`config.mk`:
```
export PLATFORM = sky130hd
export DESIGN_NAME = bt_tx_arbiter
export DESIGN_NICKNAME = d
export VERILOG_FILES = /design/src/rtl/bt_tx_arbiter.sv
export SDC_FILE = /design/constraint.sdc
export NUM_CORES = 1
export LEC_CHECK = 0
export BUFFER_PORTS_ARGS = -buffer_cell sky130_fd_sc_hd__buf_2
export CAP_MARGIN = 0
export CORE_UTILIZATION = 44
export DETAILED_ROUTE_END_ITERATION = 6
export PLACE_DENSITY = 0.65
export SETUP_SLACK_MARGIN = 0.5
export SLEW_MARGIN = 30
export SYNTH_ARGS = -nofsm -noshare
export SYNTH_HDL_FRONTEND = slang
export SYNTH_SLANG_ARGS = --single-unit
```
`constraint.sdc`:
```
create_clock -name clk_in -period 2.6 [get_ports clk_in]
set_clock_uncertainty 0.05 [all_clocks]
set_input_delay 0.26 -clock clk_in [delete_from_list [all_inputs] [get_ports clk_in]]
set_output_delay 0.26 -clock clk_in [all_outputs]
set_load 0.01 [all_outputs]
```
`src/rtl/bt_tx_arbiter.sv`:
```
// bt_tx_arbiter
//   Shares one Bluetooth UART transmitter between N_REQ requesters. A
//   round-robin arbiter grants one requester at a time, latches its byte
//   and runs the enable/busy/done handshake. A watchdog aborts transfers
//   whose transmitter never starts or never finishes, and leaves err set.
//
// Ports
//   clk_in     system clock, rising edge
//   reset      asynchronous active-low reset
//   req        per-requester send request (level, held until ack)
//   req_data   byte for requester i on [8i+7:8i]
//   ack        one-cycle pulse: byte of requester i captured
//   sent       one-cycle pulse: byte of requester i fully transmitted
//   err        sticky abort flag, cleared only by reset
//   owner      index of the last granted requester
//   tx_din     byte to transmitter, held from grant to next grant
//   tx_enable  one-cycle start pulse to transmitter
//   tx_busy    transmitter busy
//   tx_done    transmitter completion pulse
//
// State table
//   S_IDLE      | waiting for a request, arbitrates round-robin
//   S_START     | tx_enable pulse, ack pulse, counter cleared
//   S_WAIT_BUSY | waiting for transmitter to raise busy (or finish fast)
//   S_WAIT_DONE | transmitter busy, waiting for done or busy falling
//   S_DONE      | sent pulse for the owner
//   S_ABORT     | watchdog expired, err set, no sent pulse

module bt_tx_arbiter #(
  parameter int N_REQ       = 2,
  parameter int START_WAIT  = 16,
  parameter int TIMEOUT_CYC = 100000
) (
  input  logic                 clk_in,
  input  logic                 reset,
  input  logic [N_REQ-1:0]     req,
  input  logic [8*N_REQ-1:0]   req_data,
  output logic [N_REQ-1:0]     ack,
  output logic [N_REQ-1:0]     sent,
  output logic                 err,
  output logic [1:0]           owner,
  output logic [7:0]           tx_din,
  output logic                 tx_enable,
  input  logic                 tx_busy,
  input  logic                 tx_done
);

  localparam int LIMIT_MAX = (TIMEOUT_CYC > START_WAIT) ? TIMEOUT_CYC : START_WAIT;
  localparam int CNT_W     = $clog2(LIMIT_MAX + 1);
  // The counter holds the number of cycles already spent in the wait state,
  // so the abort decision is taken when the last allowed cycle is running.
  localparam logic [CNT_W-1:0] START_LAST = CNT_W'(START_WAIT - 1);
  localparam logic [CNT_W-1:0] DONE_LAST  = CNT_W'(TIMEOUT_CYC - 1);
  localparam logic [N_REQ-1:0] ONE        = N_REQ'(1);

  typedef enum logic [2:0] {
    S_IDLE,
    S_START,
    S_WAIT_BUSY,
    S_WAIT_DONE,
    S_DONE,
    S_ABORT
  } state_e;

  state_e            state_q, state_d;
  logic [CNT_W-1:0]  cnt_q, cnt_d, cnt_inc;
  logic [1:0]        owner_q, owner_d;
  logic [7:0]        din_q, din_d;
  logic [N_REQ-1:0]  ack_q, ack_d;
  logic [N_REQ-1:0]  sent_q, sent_d;
  logic              en_q, en_d;
  logic              err_q, err_d;

  logic              gnt_vld;
  logic [1:0]        gnt_idx;
  logic [7:0]        gnt_byte;
  int                cand;

  // Search starts just after the last owner, so the requester served last
  // has the lowest priority.
  always_comb begin
    gnt_vld  = 1'b0;
    gnt_idx  = owner_q;
    gnt_byte = 8'h00;
    cand     = 0;
    for (int k = 1; k <= N_REQ; k++) begin
      cand = int'(owner_q) + k;
      if (cand >= N_REQ) cand = cand - N_REQ;
      if (!gnt_vld && ((req & (ONE << cand)) != '0)) begin
        gnt_vld  = 1'b1;
        gnt_idx  = 2'(cand);
        gnt_byte = 8'(req_data >> (8 * cand));
      end
    end
  end

  assign cnt_inc = (cnt_q == '1) ? cnt_q : cnt_q + 1'b1;

  always_comb begin
    state_d = state_q;
    cnt_d   = cnt_q;
    owner_d = owner_q;
    din_d   = din_q;
    ack_d   = '0;
    sent_d  = '0;
    en_d    = 1'b0;
    err_d   = err_q;
    case (state_q)
      S_IDLE: begin
        if (gnt_vld) begin
          din_d   = gnt_byte;
          owner_d = gnt_idx;
          ack_d   = ONE << gnt_idx;
          en_d    = 1'b1;
          state_d = S_START;
        end
      end
      S_START: begin
        cnt_d   = '0;
        state_d = S_WAIT_BUSY;
      end
      S_WAIT_BUSY: begin
        // done takes priority over busy and over the limit
        if (tx_done) begin
          sent_d  = ONE << owner_q;
          state_d = S_DONE;
        end else if (tx_busy) begin
          cnt_d   = '0;
          state_d = S_WAIT_DONE;
        end else if (cnt_q >= START_LAST) begin
          err_d   = 1'b1;
          state_d = S_ABORT;
        end else begin
          cnt_d = cnt_inc;
        end
      end
      S_WAIT_DONE: begin
        // busy was high on entry, so a low busy here is its falling edge
        if (tx_done || !tx_busy) begin
          sent_d  = ONE << owner_q;
          state_d = S_DONE;
        end else if (cnt_q >= DONE_LAST) begin
          err_d   = 1'b1;
          state_d = S_ABORT;
        end else begin
          cnt_d = cnt_inc;
        end
      end
      S_DONE:  state_d = S_IDLE;
      S_ABORT: state_d = S_IDLE;
      default: state_d = S_IDLE;
    endcase
  end

  always_ff @(posedge clk_in or negedge reset) begin
    if (!reset) begin
      state_q <= S_IDLE;
      cnt_q   <= '0;
      owner_q <= 2'(N_REQ - 1);
      din_q   <= 8'h00;
      ack_q   <= '0;
      sent_q  <= '0;
      en_q    <= 1'b0;
      err_q   <= 1'b0;
    end else begin
      state_q <= state_d;
      cnt_q   <= cnt_d;
      owner_q <= owner_d;
      din_q   <= din_d;
      ack_q   <= ack_d;
      sent_q  <= sent_d;
      en_q    <= en_d;
      err_q   <= err_d;
    end
  end

  assign ack       = ack_q;
  assign sent      = sent_q;
  assign err       = err_q;
  assign owner     = owner_q;
  assign tx_din    = din_q;
  assign tx_enable = en_q;

endmodule

```
# Word-level counts from Yosys, hierarchy flattened
# Index checks and enable logic that the tools add are counted.
# Widths: inputs -> output; s select.
# word_totals
word_cells	87
regBits	36
# classes
shift	6
reduce_logical	13
order_cmp	4
bitwise	2
muxes	35
n_eq_ne	14
addsub	5
# ops
cell	count
$mux 17	6
$mux 32	2
$shl 1x32->2 const A	2
$shr 16x32->8	2
$pmux 17 s3	1
$mux 3	6
$add 17x1->17 const B	1
$eq 17x17->1 const B	1
$ge 17x17->1 const B	1
$ge 17x4->1 const B	1
$mux 8	2
$ne 2x2->1 const B	7
$mux 2	6
$pmux 3 s4	1
$mux 1	9
$sub 3x2->4 const B	2
$eq 3x2->1 const B	2
$ge 3x2->1 const B	2
$ne 3x3->1 const B	2
$reduce_and 6->1	1
$reduce_bool 2->1	3
$reduce_and 5->1	1
$and 2x2->2	2
$ne 4x4->1 const B	1
13 further kinds	15

# Depth between registers and ports, before layout
# logic_depth
word_depth	13
ltp_mapped	8
mapped_depth_nobuf	7

# Worst setup path before layout
# No wires, ideal clock.
# synth_timing
path_kind	register to register
startpoint	reg cnt_q[0]
endpoint	reg cnt_q[14]
t_arrival_ns	1.829
setup_time_ns	0.076
t_required_ns	2.474
path_stages_with_launch	8
path_slack_ns	0.645
period_less_slack_ns	1.955
cell_sequence	dfrtp_1 ha_1 nand4_1 o211ai_1 a22oi_1 o211ai_4 or4_1 o21ai_1
# synth_via
elab_chain_len	6
elab_cells_between_ends	14
# synth_rtl
item	line	text
start, declared	66	logic [CNT_W-1:0] cnt_q, cnt_d, cnt_inc;
start signal, assigned	167	cnt_q <= cnt_d;
$add 17x1->17 or $eq 17x17->1 (tied branches)	97	assign cnt_inc = (cnt_q == '1) ? cnt_q : cnt_q + 1'b1;
$mux 17	97	
$mux 17	130	end else if (cnt_q >= START_LAST) begin
$mux 17	127	end else if (tx_busy) begin
$mux 17	124	if (tx_done) begin
$pmux 17 s3	108	case (state_q)
# Parallel ways exist; a longest one is shown, timed or not. The select of a mux whose other input is x is not followed.
# A chain may end at the register's enable or synchronous reset.

# Worst setup path in the final report
# layout_timing
startpoint	reg cnt_q[9]
endpoint	reg cnt_q[11]
# Same word-level chain as after synthesis.

==> flow_summary_export.csv <==
group,metric,value,unit
pwr,p_leak,1.09,nW
status,violations,"design-rule violations",
global_routing,met3_usage,0.0570,
cts,clock_latency,290,ps
synthesis,ys.flop_type,"dfrtp_1",
floorplanning,ios,38,
pwr,power.density,842,nW/um2
flow_run,drv_cap,0,
cts,cts_sinks,36,
setup_path,rrSetupSlack,550,ps
cells_and_area,syn_to_final_growth,23.7,%
timing,slew_headroom,0.460,
global_routing,overflow,0,
cts,clock_path_buffers,2,
setup_path,worstPathArrival,2200,ps
floorplanning,initial_utilization,0.466,
place,place_area,2300,um2
timing,hold_viol,0,
route,drc,12,
status,status,"complete, but fails checks",
synthesis,synth_area_leader_cell,"dfrtp_1",
setup_path,cp-endpoint,"cnt_q[11]$_DFFE_PN0P_",
floorplanning,core_area,4440,um2
global_routing,grt_pass1_wl,8800,um
synthesis,synth_common_cells,"35 x dfrtp_1, 24 x nand2_1, 24 x nor2_1",
route,dr_total_vias,2008,
route,first_pass_iters,7,
cells_and_area,antenna_cells,0,
synthesis,synth_area_leaders,"dfrtp_1 42%, nand2_1 4.4%, nor2_1 4.4%",
setup_path,r2r-end,"cnt_q[11]$_DFFE_PN0P_",
setup_path,crit_path_start_kind,"register",
floorplanning,die_w,70.6,um
timing,min_period,2050,ps
setup_path,crit_path_start,"cnt_q[9]$_DFFE_PN0P_",
cells_and_area,nets,303,
cts,postCtsHoldBufs,0,
route,routed_wl,5510,um
global_routing,antenna_found_initial,0,
cts,htreeDepth,2,
setup_path,crit_type,"reg -> reg",
min_path,hold_path.class,"in -> async",
place,io_buffers,37,
cells_and_area,drive_gt1_frac,0.306,
synthesis,synth_warnings,0,
timing,setup_viol,0,
synthesis,syn_nets,254,
timing,period_share,0.788,
place,hpwl,3310,um
route,vias_per_cell,6.03,
place,finalWeightedCongestion,0.926,
route,drtIter0Drc,85,
global_routing,grtUsageTotal,0.225,
synthesis,avgSynthCellArea,8.96,um2
cts,clk_pin_slew,70,ps
global_routing,grtUsageMet1,0.286,
setup_path,crit_fanout,8,
floorplanning,die_area,4980,um2
synthesis,synth.distinct_cells,49,
pwr,max-vdd-ir-drop,0.000332,V
global_routing,grt_pass1_vias,1907,
synthesis,yosysSeqAreaShare,0.436,
setup_path,cp-end-kind,"register",
synthesis,synth_top_area_share,0.423,
route,wl_per_cell,16.5,um
cells_and_area,design_area,2560,um2
cells_and_area,regArea,906,um2
synthesis,ys_async_sr_fraction,1.00,
timing,max_freq,488,MHz
synthesis,synth-edff-count,0,
global_routing,top_usage_layer,"met2",
timing,rsz0062_at_grt,"true",
floorplanning,die_h,70.6,um
cts,tritoncts,"yes",
setup_path,r2r_start,"cnt_q[9]$_DFFE_PN0P_",
route,drtAntennaViolNets,0,
timing,maxSlewViolCount,0,
cells_and_area,multi_input_area,1160,um2
cells_and_area,nFillCells,410,
synthesis,netlist_area,2070,um2
timing,tns,0,ps
synthesis,synth-seq-cells,36,
setup_path,rr_worst_depth,6,
floorplanning,num_rows,24,
global_routing,grt_max_degree,37,
global_routing,use_met2,0.382,
synthesis,yosysMostFrequentCell,"dfrtp_1",
synthesis,synth_cells,231,
cts,cts_root_buffer,"clkbuf_8",
cts,cts_made_buffers,5,
timing,worstMarginPinSlew,810,ps
setup_path,crit_required,2750,ps
[cell type report]
class,instances,area share
clock buffers,6,0.0322
clock inverters,2,0.00391
inverters,8,0.0117
multi-input cells,175,0.451
flip-flops and latches,36,0.354
well taps,52,0.0254
repair buffers,54,0.122
[placed cells by master, fill, tap and decap left out, drive strengths merged, types with 9 or more instances in the layout]
| cell | n |
|---|---|
| nand2 | 24 |
| nor3 | 9 |
| a21oi | 9 |
| nor2 | 24 |
| a31oi | 12 |
| dfrtp | 35 |
| o21ai | 15 |
| buf | 54 |
[how the worst min path moves through the flow]
stage,from,endpoint,cells after the start
after floorplan,reset,ack[0]$_DFF_PN0_,0
after global placement,reset,sent[0]$_DFF_PN0_,1
after detailed placement,reset,sent[0]$_DFF_PN0_,1
after CTS,reset,tx_din[1]$_DFFE_PN0P_,1
after global routing,reset,tx_din[1]$_DFFE_PN0P_,1
final,reset,tx_din[1]$_DFFE_PN0P_,1
[report_power, final]
part | switching (W) | internal [W]
sequential | 0.000130 | 0.000702
clock | 0.000202 | 0.000211
combinational | 0.000534 | 0.000377
total | 0.000867 | 0.00129
[worst max-delay path, stage by stage, from the launching register on]
cell,delay (ps)
dfrtp_2,450
nor4_2,320
nand4_1,180
o2111ai_2,280
o211ai_4,170
nand2b_4,230
o41ai_2,270
[per-layer routing]
metal  part of all wire  vias up  wire length (um)
li1                   -      976                 -
met1               0.43      952              2390
met2               0.49       72              2720
met3              0.065        8               359
met4             0.0074        0                41
met5                  0        -                 0
[metrics by stage]
step	util	instances	setup WS [ps]	total power [W]	hold slack (ps)
2_1_floorplan	-	231	645	0.00140	-85.6
3_3_place_gp	0.517	312	346	0.00163	347
3_5_place_dp	0.517	312	305	0.00164	348
4_1_cts	0.557	328	568	0.00213	32.7
5_1_grt	0.577	333	440	0.00230	70.4
6_report	0.577	333	550	0.00216	5.72
[registers in the layout (all words and copies together), names as in the netlist]
name / count
ack: 2
cnt_q: 17
err: 1
owner: 2
sent: 2
state_q: 3
tx_din: 8
tx_enable: 1
[kinds of logic after synthesis]
kind of cell	synth area share
AO/OA/AOI/OAI	0.289
buffers and inverters	0.0477
adder cells (fa/ha/maj)	0.00604
AND/OR/NAND/NOR	0.221
flip-flops	0.436
[repair_timing]
action,4_1_cts,5_1_grt
resized for setup,6,12
setup endpoints to repair,19,18
pin swaps,6,6
setup buffers,7,4
gates cloned,1,1
Power figures use the tool's default switching activity.
